$ cat src/rtl/mem_axi_master_pkg.sv
// Shared AXI definitions for the memory AXI master.
//   - `AXI_*_BITS width macros used for every AXI/client port
//   - FSM state enum and fixed burst/size/response encodings
`ifndef AXI_DEFINE_SVH
`define AXI_DEFINE_SVH
`define AXI_ID_BITS    4
`define AXI_ADDR_BITS  32
`define AXI_LEN_BITS   4
`define AXI_SIZE_BITS  3
`define AXI_BURST_BITS 2
`define AXI_RESP_BITS  2
`define AXI_DATA_BITS  32
`define AXI_STRB_BITS  4
`endif

package mem_axi_master_pkg;

    typedef enum logic [2:0] {
        ST_IDLE,
        ST_AR,
        ST_R,
        ST_AW,
        ST_W,
        ST_B
    } axi_state_e;

    localparam logic [`AXI_BURST_BITS-1:0] AXI_BURST_INCR = 2'b01;
    localparam logic [`AXI_SIZE_BITS-1:0]  AXI_SIZE_4B    = 3'b010;
    localparam logic [`AXI_RESP_BITS-1:0]  AXI_RESP_OKAY  = 2'b00;

endpackage

$ cat src/rtl/mem_axi_master.sv
// Single-outstanding AXI burst master.
// Client side: req_* accepts one read or write burst at a time; wd_* streams
// write data in, rd_* streams read data out; done pulses one cycle after the
// burst completes, with err set if any response was non-OKAY.
// AXI side: full AR/R/AW/W/B master channels. ID/size/burst are fixed.
import mem_axi_master_pkg::*;

module mem_axi_master #(
    parameter logic [`AXI_ID_BITS-1:0] MASTER_ID = '0
) (
    input  logic                        ACLK,
    input  logic                        ARESETn,
    // client request
    input  logic                        req_valid,
    output logic                        req_ready,
    input  logic                        req_write,
    input  logic [`AXI_ADDR_BITS-1:0]   req_addr,
    input  logic [`AXI_LEN_BITS-1:0]    req_len,
    // client write data
    input  logic                        wd_valid,
    output logic                        wd_ready,
    input  logic [`AXI_DATA_BITS-1:0]   wd_data,
    input  logic [`AXI_STRB_BITS-1:0]   wd_strb,
    // client read data
    output logic                        rd_valid,
    input  logic                        rd_ready,
    output logic [`AXI_DATA_BITS-1:0]   rd_data,
    output logic                        rd_last,
    // completion
    output logic                        done,
    output logic                        err,
    // AXI AR
    output logic [`AXI_ID_BITS-1:0]     ARID,
    output logic [`AXI_ADDR_BITS-1:0]   ARADDR,
    output logic [`AXI_LEN_BITS-1:0]    ARLEN,
    output logic [`AXI_SIZE_BITS-1:0]   ARSIZE,
    output logic [`AXI_BURST_BITS-1:0]  ARBURST,
    output logic                        ARVALID,
    input  logic                        ARREADY,
    // AXI R
    input  logic [`AXI_ID_BITS-1:0]     RID,
    input  logic [`AXI_DATA_BITS-1:0]   RDATA,
    input  logic [`AXI_RESP_BITS-1:0]   RRESP,
    input  logic                        RLAST,
    input  logic                        RVALID,
    output logic                        RREADY,
    // AXI AW
    output logic [`AXI_ID_BITS-1:0]     AWID,
    output logic [`AXI_ADDR_BITS-1:0]   AWADDR,
    output logic [`AXI_LEN_BITS-1:0]    AWLEN,
    output logic [`AXI_SIZE_BITS-1:0]   AWSIZE,
    output logic [`AXI_BURST_BITS-1:0]  AWBURST,
    output logic                        AWVALID,
    input  logic                        AWREADY,
    // AXI W
    output logic [`AXI_DATA_BITS-1:0]   WDATA,
    output logic [`AXI_STRB_BITS-1:0]   WSTRB,
    output logic                        WLAST,
    output logic                        WVALID,
    input  logic                        WREADY,
    // AXI B
    input  logic [`AXI_ID_BITS-1:0]     BID,
    input  logic [`AXI_RESP_BITS-1:0]   BRESP,
    input  logic                        BVALID,
    output logic                        BREADY
);

    axi_state_e                 state_q, state_d;
    logic [`AXI_LEN_BITS-1:0]   cnt_q, cnt_d;
    logic [`AXI_ADDR_BITS-1:0]  addr_q, addr_d;
    logic [`AXI_LEN_BITS-1:0]   len_q, len_d;
    logic                       err_q, err_d;
    logic                       done_q, done_d;
    logic                       w_last;

    // Response IDs are consumed without checking.
    logic unused_ids;
    assign unused_ids = ^{RID, BID};

    always_ff @(posedge ACLK or negedge ARESETn) begin
        if (!ARESETn) begin
            state_q <= ST_IDLE;
            cnt_q   <= '0;
            addr_q  <= '0;
            len_q   <= '0;
            err_q   <= 1'b0;
            done_q  <= 1'b0;
        end else begin
            state_q <= state_d;
            cnt_q   <= cnt_d;
            addr_q  <= addr_d;
            len_q   <= len_d;
            err_q   <= err_d;
            done_q  <= done_d;
        end
    end

    assign w_last = (cnt_q == len_q);

    always_comb begin
        state_d = state_q;
        cnt_d   = cnt_q;
        addr_d  = addr_q;
        len_d   = len_q;
        err_d   = err_q;
        done_d  = 1'b0;
        case (state_q)
            ST_IDLE: if (req_valid) begin
                addr_d  = req_addr;
                len_d   = req_len;
                cnt_d   = '0;
                err_d   = 1'b0;
                state_d = req_write ? ST_AW : ST_AR;
            end
            ST_AR: if (ARREADY) state_d = ST_R;
            ST_R: if (RVALID && rd_ready) begin
                // Beat count is informational; RLAST alone ends the burst.
                cnt_d = cnt_q + 1'b1;
                if (RRESP != AXI_RESP_OKAY) err_d = 1'b1;
                if (RLAST) begin
                    cnt_d   = '0;
                    done_d  = 1'b1;
                    state_d = ST_IDLE;
                end
            end
            ST_AW: if (AWREADY) state_d = ST_W;
            ST_W: if (wd_valid && WREADY) begin
                if (w_last) begin
                    cnt_d   = '0;
                    state_d = ST_B;
                end else begin
                    cnt_d = cnt_q + 1'b1;
                end
            end
            ST_B: if (BVALID) begin
                err_d   = (BRESP != AXI_RESP_OKAY);
                done_d  = 1'b1;
                state_d = ST_IDLE;
            end
            default: state_d = ST_IDLE;
        endcase
    end

    assign req_ready = (state_q == ST_IDLE);

    assign ARID    = MASTER_ID;
    assign ARADDR  = addr_q;
    assign ARLEN   = len_q;
    assign ARSIZE  = AXI_SIZE_4B;
    assign ARBURST = AXI_BURST_INCR;
    assign ARVALID = (state_q == ST_AR);

    assign AWID    = MASTER_ID;
    assign AWADDR  = addr_q;
    assign AWLEN   = len_q;
    assign AWSIZE  = AXI_SIZE_4B;
    assign AWBURST = AXI_BURST_INCR;
    assign AWVALID = (state_q == ST_AW);

    // R and W channels are gated pass-throughs of the client streams.
    assign RREADY   = (state_q == ST_R) && rd_ready;
    assign rd_valid = (state_q == ST_R) && RVALID;
    assign rd_last  = (state_q == ST_R) && RLAST;
    assign rd_data  = RDATA;

    assign WVALID   = (state_q == ST_W) && wd_valid;
    assign wd_ready = (state_q == ST_W) && WREADY;
    assign WLAST    = (state_q == ST_W) && w_last;
    assign WDATA    = wd_data;
    assign WSTRB    = wd_strb;

    assign BREADY = (state_q == ST_B);

    assign done = done_q;
    assign err  = err_q;

endmodule

$ cat config.mk
export PLATFORM = sky130hd
export DESIGN_NAME = mem_axi_master
export DESIGN_NICKNAME = d
export VERILOG_FILES = /design/src/rtl/mem_axi_master_pkg.sv /design/src/rtl/mem_axi_master.sv
export SDC_FILE = /design/constraint.sdc
export NUM_CORES = 1
export LEC_CHECK = 0
export BUFFER_PORTS_ARGS = -buffer_cell sky130_fd_sc_hd__buf_2
export CORE_AREA = 5 5 114 116
export DETAILED_ROUTE_END_ITERATION = 10
export DIE_AREA = 0 0 119 121
export PLACE_DENSITY = 0.69
export SYNTH_ARGS = -nofsm -noshare
export SYNTH_HDL_FRONTEND = slang
export SYNTH_SLANG_ARGS = --single-unit
$ cat constraint.sdc
create_clock -name ACLK -period 1.9 [get_ports ACLK]
set_input_delay 0.19 -clock ACLK [delete_from_list [all_inputs] [get_ports ACLK]]
set_output_delay 0.19 -clock ACLK [all_outputs]
set_load 0.01 [all_outputs]
==> qor.yml <==
power:
  intPower_w: 0.003312
  total_leakage_power_nw: 1.577
  swShare_pct: 39.98
  switchingPower_w: 0.002205
  peakVddDrop_uv: 544.7
  pwr-share-clk_pct: 15.9
  p_seq_share_pct: 32.9
  comb_power_share_pct: 51.1
  powerDensity_mw_per_mm2: 1747
yosys:
  async_flop_share_pct: 100.0
  synth-main-ff-cell: "dfrtp_1"
  synthTopCellsByArea: "dfrtp_1 38%, buf_4 31%, mux2_2 14%"
  synth_edf_count: 0
  syn_inst: 283
  yosysTopAreaCellShare_pct: 37.59
  synth-seq-area-share_pct: 37.59
  ys_seq_elements: 45
  post_synth.cell_area_avg_um2: 10.58
  synthDistinctLibCells: 40
  netlist_area_mm2: 0.002995
  synth_warnings: 0
  synth_area_leader_cell: "dfrtp_1"
layout:
  syn2layout_area_growth_pct: 5.430
  multi_input_area_um2: 930.9
  diodes: 0
  layout-drive-gt1-share_pct: 59.87
  layout_common_cells: "135 x buf_2, 43 x dfrtp_1, 37 x mux2_2"
  seq_area_mm2: 0.001129
  nNetsFinal: 447
  final_common_cell: "buf_2"
  n_fill_cell: 1239
  post-route-util_pct: 26.74
global_route:
  grt_pass1_wl_um: 11180
  grt_pass1_vias: 1994
  grt_max_degree: 29
  antenna_found_initial: 0
  top_usage_layer: "met2"
  grt-ovfl-total: 0
  grt_util_met1_pct: 9.847
  gr-usage-met3_pct: 5.874
  grtUsageTotal_pct: 10.22
  use_met2_pct: 17.17
detailed_routing:
  drc: 0
  firstDrtPassIters: 4
  vias: 1958
  post_drt_wl_per_cell_um: 16.27
  drt-initial-drc-count: 81
  ant_nets: 0
  drt_wl_total_um: 7583
  via_per_inst: 4.202
run:
  max-cap-violations: 0
timing:
  setup_violations: 0
  period_needed_ps: 1759
  drv_slew: 0
  finClkSkew_ps: 6.481
  tns_ps: 0
  hold_viol: 0
  fmax_mhz: 568.4
  fin_crit_sh_pct: 92.60
  holdWs_ps: 118.0
  rsz0062_at_grt: "false"
critical_path:
  critPathMaxStageDelay_ps: 490
  endpoint_kind: "output pin"
  cp_num_buf_inv: 1
  start_kind: "register"
  worstSetupPathType: "reg -> out"
  cp.required_ps: 1710
  crit_family: "simple AND/OR/NAND/NOR gates"
  critical_path_cell_count: 4
  critPathSlowestCell: "dfrtp_2"
  crit_arrival_ps: 1570
  r2r_cells: 5
  cp_cell_sequence: "or2b_1, nor2_1, and2_1, buf_2"
  path_max_fanout: 15
outcome:
  outcome: "complete, no violations"
clocking:
  clock_path_buffers: 2
  cts_root_buffer: "clkbuf_16"
  cts_max_level: 2
  numCtsBuffers: 5
  clk_pin_slew_worst_paths_ps: 70
  insertion_delay_ps: 300
  cts_tree: "built"
  cts.sinks: 45
floorplanning:
  ioPinCount: 298
  die_area_mm2: 0.01440
  rows: 40
  initial_core_util_pct: 25.36
  core_area_mm2: 0.01181
  die_h_um: 121
  die_x_um: 119
placed_design:
  place_congestion: 0.7630
  port-buffer-count: 135
  dp_hpwl_um: 6209
min_path:
  hold_class: "in -> reg"
  hold_depth: 2
[synth_stat cells (2+ instances only)]
cell and count:
buf_4 124, and2_1 5, and3_1 3, a31o_2 2
buf_6 5, nor3_1 2, nor2_1 8, a31oi_1 3
xnor2_1 4, inv_1 2, nor3b_1 2, nand2b_1 2
a21oi_1 3, conb_1 2, dfrtp_1 45, o2bb2ai_1 3
nand3_1 4, nand4_1 2, mux2_2 37, o21ai_0 3
nand2_1 3
[registers in the layout, summed over array words and instances, names as in the netlist]
| register | cells |
|---|---|
| ARADDR | 32 |
| ARLEN | 4 |
| cnt_q | 4 |
| state_q | 3 |
| done | 1 |
| err | 1 |
[final timing paths]
check,slack [ps],end,startpoint
worst max-delay path,140,WVALID,state_q[1]
worst min-delay path,120,ARADDR[29],req_addr[29]
worst max register to register,220,cnt_q[2],cnt_q[0]
worst min register to register,520,ARADDR[6],ARADDR[6]
max in group asynchronous,980,state_q[2],ARESETn
min in group asynchronous,380,ARADDR[26],ARESETn
[what timing repair did]
action                                 4_1_cts  5_1_grt
hold buffers                                 1        0
endpoints found under the hold margin       17        0
setup endpoints to repair                    0        4
setup buffers                                0        0
gates resized for setup                      0        2
[cell families after synthesis]
family	share of synthesized area, %
AOI/OAI and AO/OA	5.723
adders and majority gates	0.4176
buffers and inverters	33.37
DFF	37.59
and+or+nand+nor	7.227
muxes	14.24
xor gates and xnor gates	1.169
other	0.2507
[layer usage]
metal,vias up,routed length (um)
met3,19,942
li1,882,-
met4,2,197
met2,137,3772
met1,918,2555
met5,-,115
[metrics by stage]
stage / instance area, um^2 / std cells / total power (W) / setup slack [ps]
global route: 3158 / 466 / 0.005947 / 50.32
finish: 3158 / 466 / 0.005517 / 140.6
CTS: 3156 / 466 / 0.005626 / 70.92
detailed placement: 3007 / 457 / 0.004709 / 183.7
floorplan: 3055 / 299 / 0.004182 / 195.8
global placement: 3007 / 457 / 0.004648 / 221.0
[layout make-up]
type                            count  area share (%)
Inverter                            2          0.2377
Multi-Input combinational cell    122           29.48
Clock buffer                        6           4.081
Tap cell                          147           5.824
Clock inverter                      2          0.3170
Sequential cell                    45           35.74
Timing Repair Buffer              142           24.33
[power by group through the flow]
stage          Sequential, W  Combinational, W  Clock [W]
2_1_floorplan        0.00194           0.00224          0
3_3_place_gp         0.00181           0.00284          0
3_5_place_dp         0.00185           0.00286          0
4_1_cts              0.00183           0.00287   0.000926
5_1_grt              0.00193           0.00306   0.000961
6_report             0.00182           0.00282   0.000879
(Power assumes the default switching activity.)
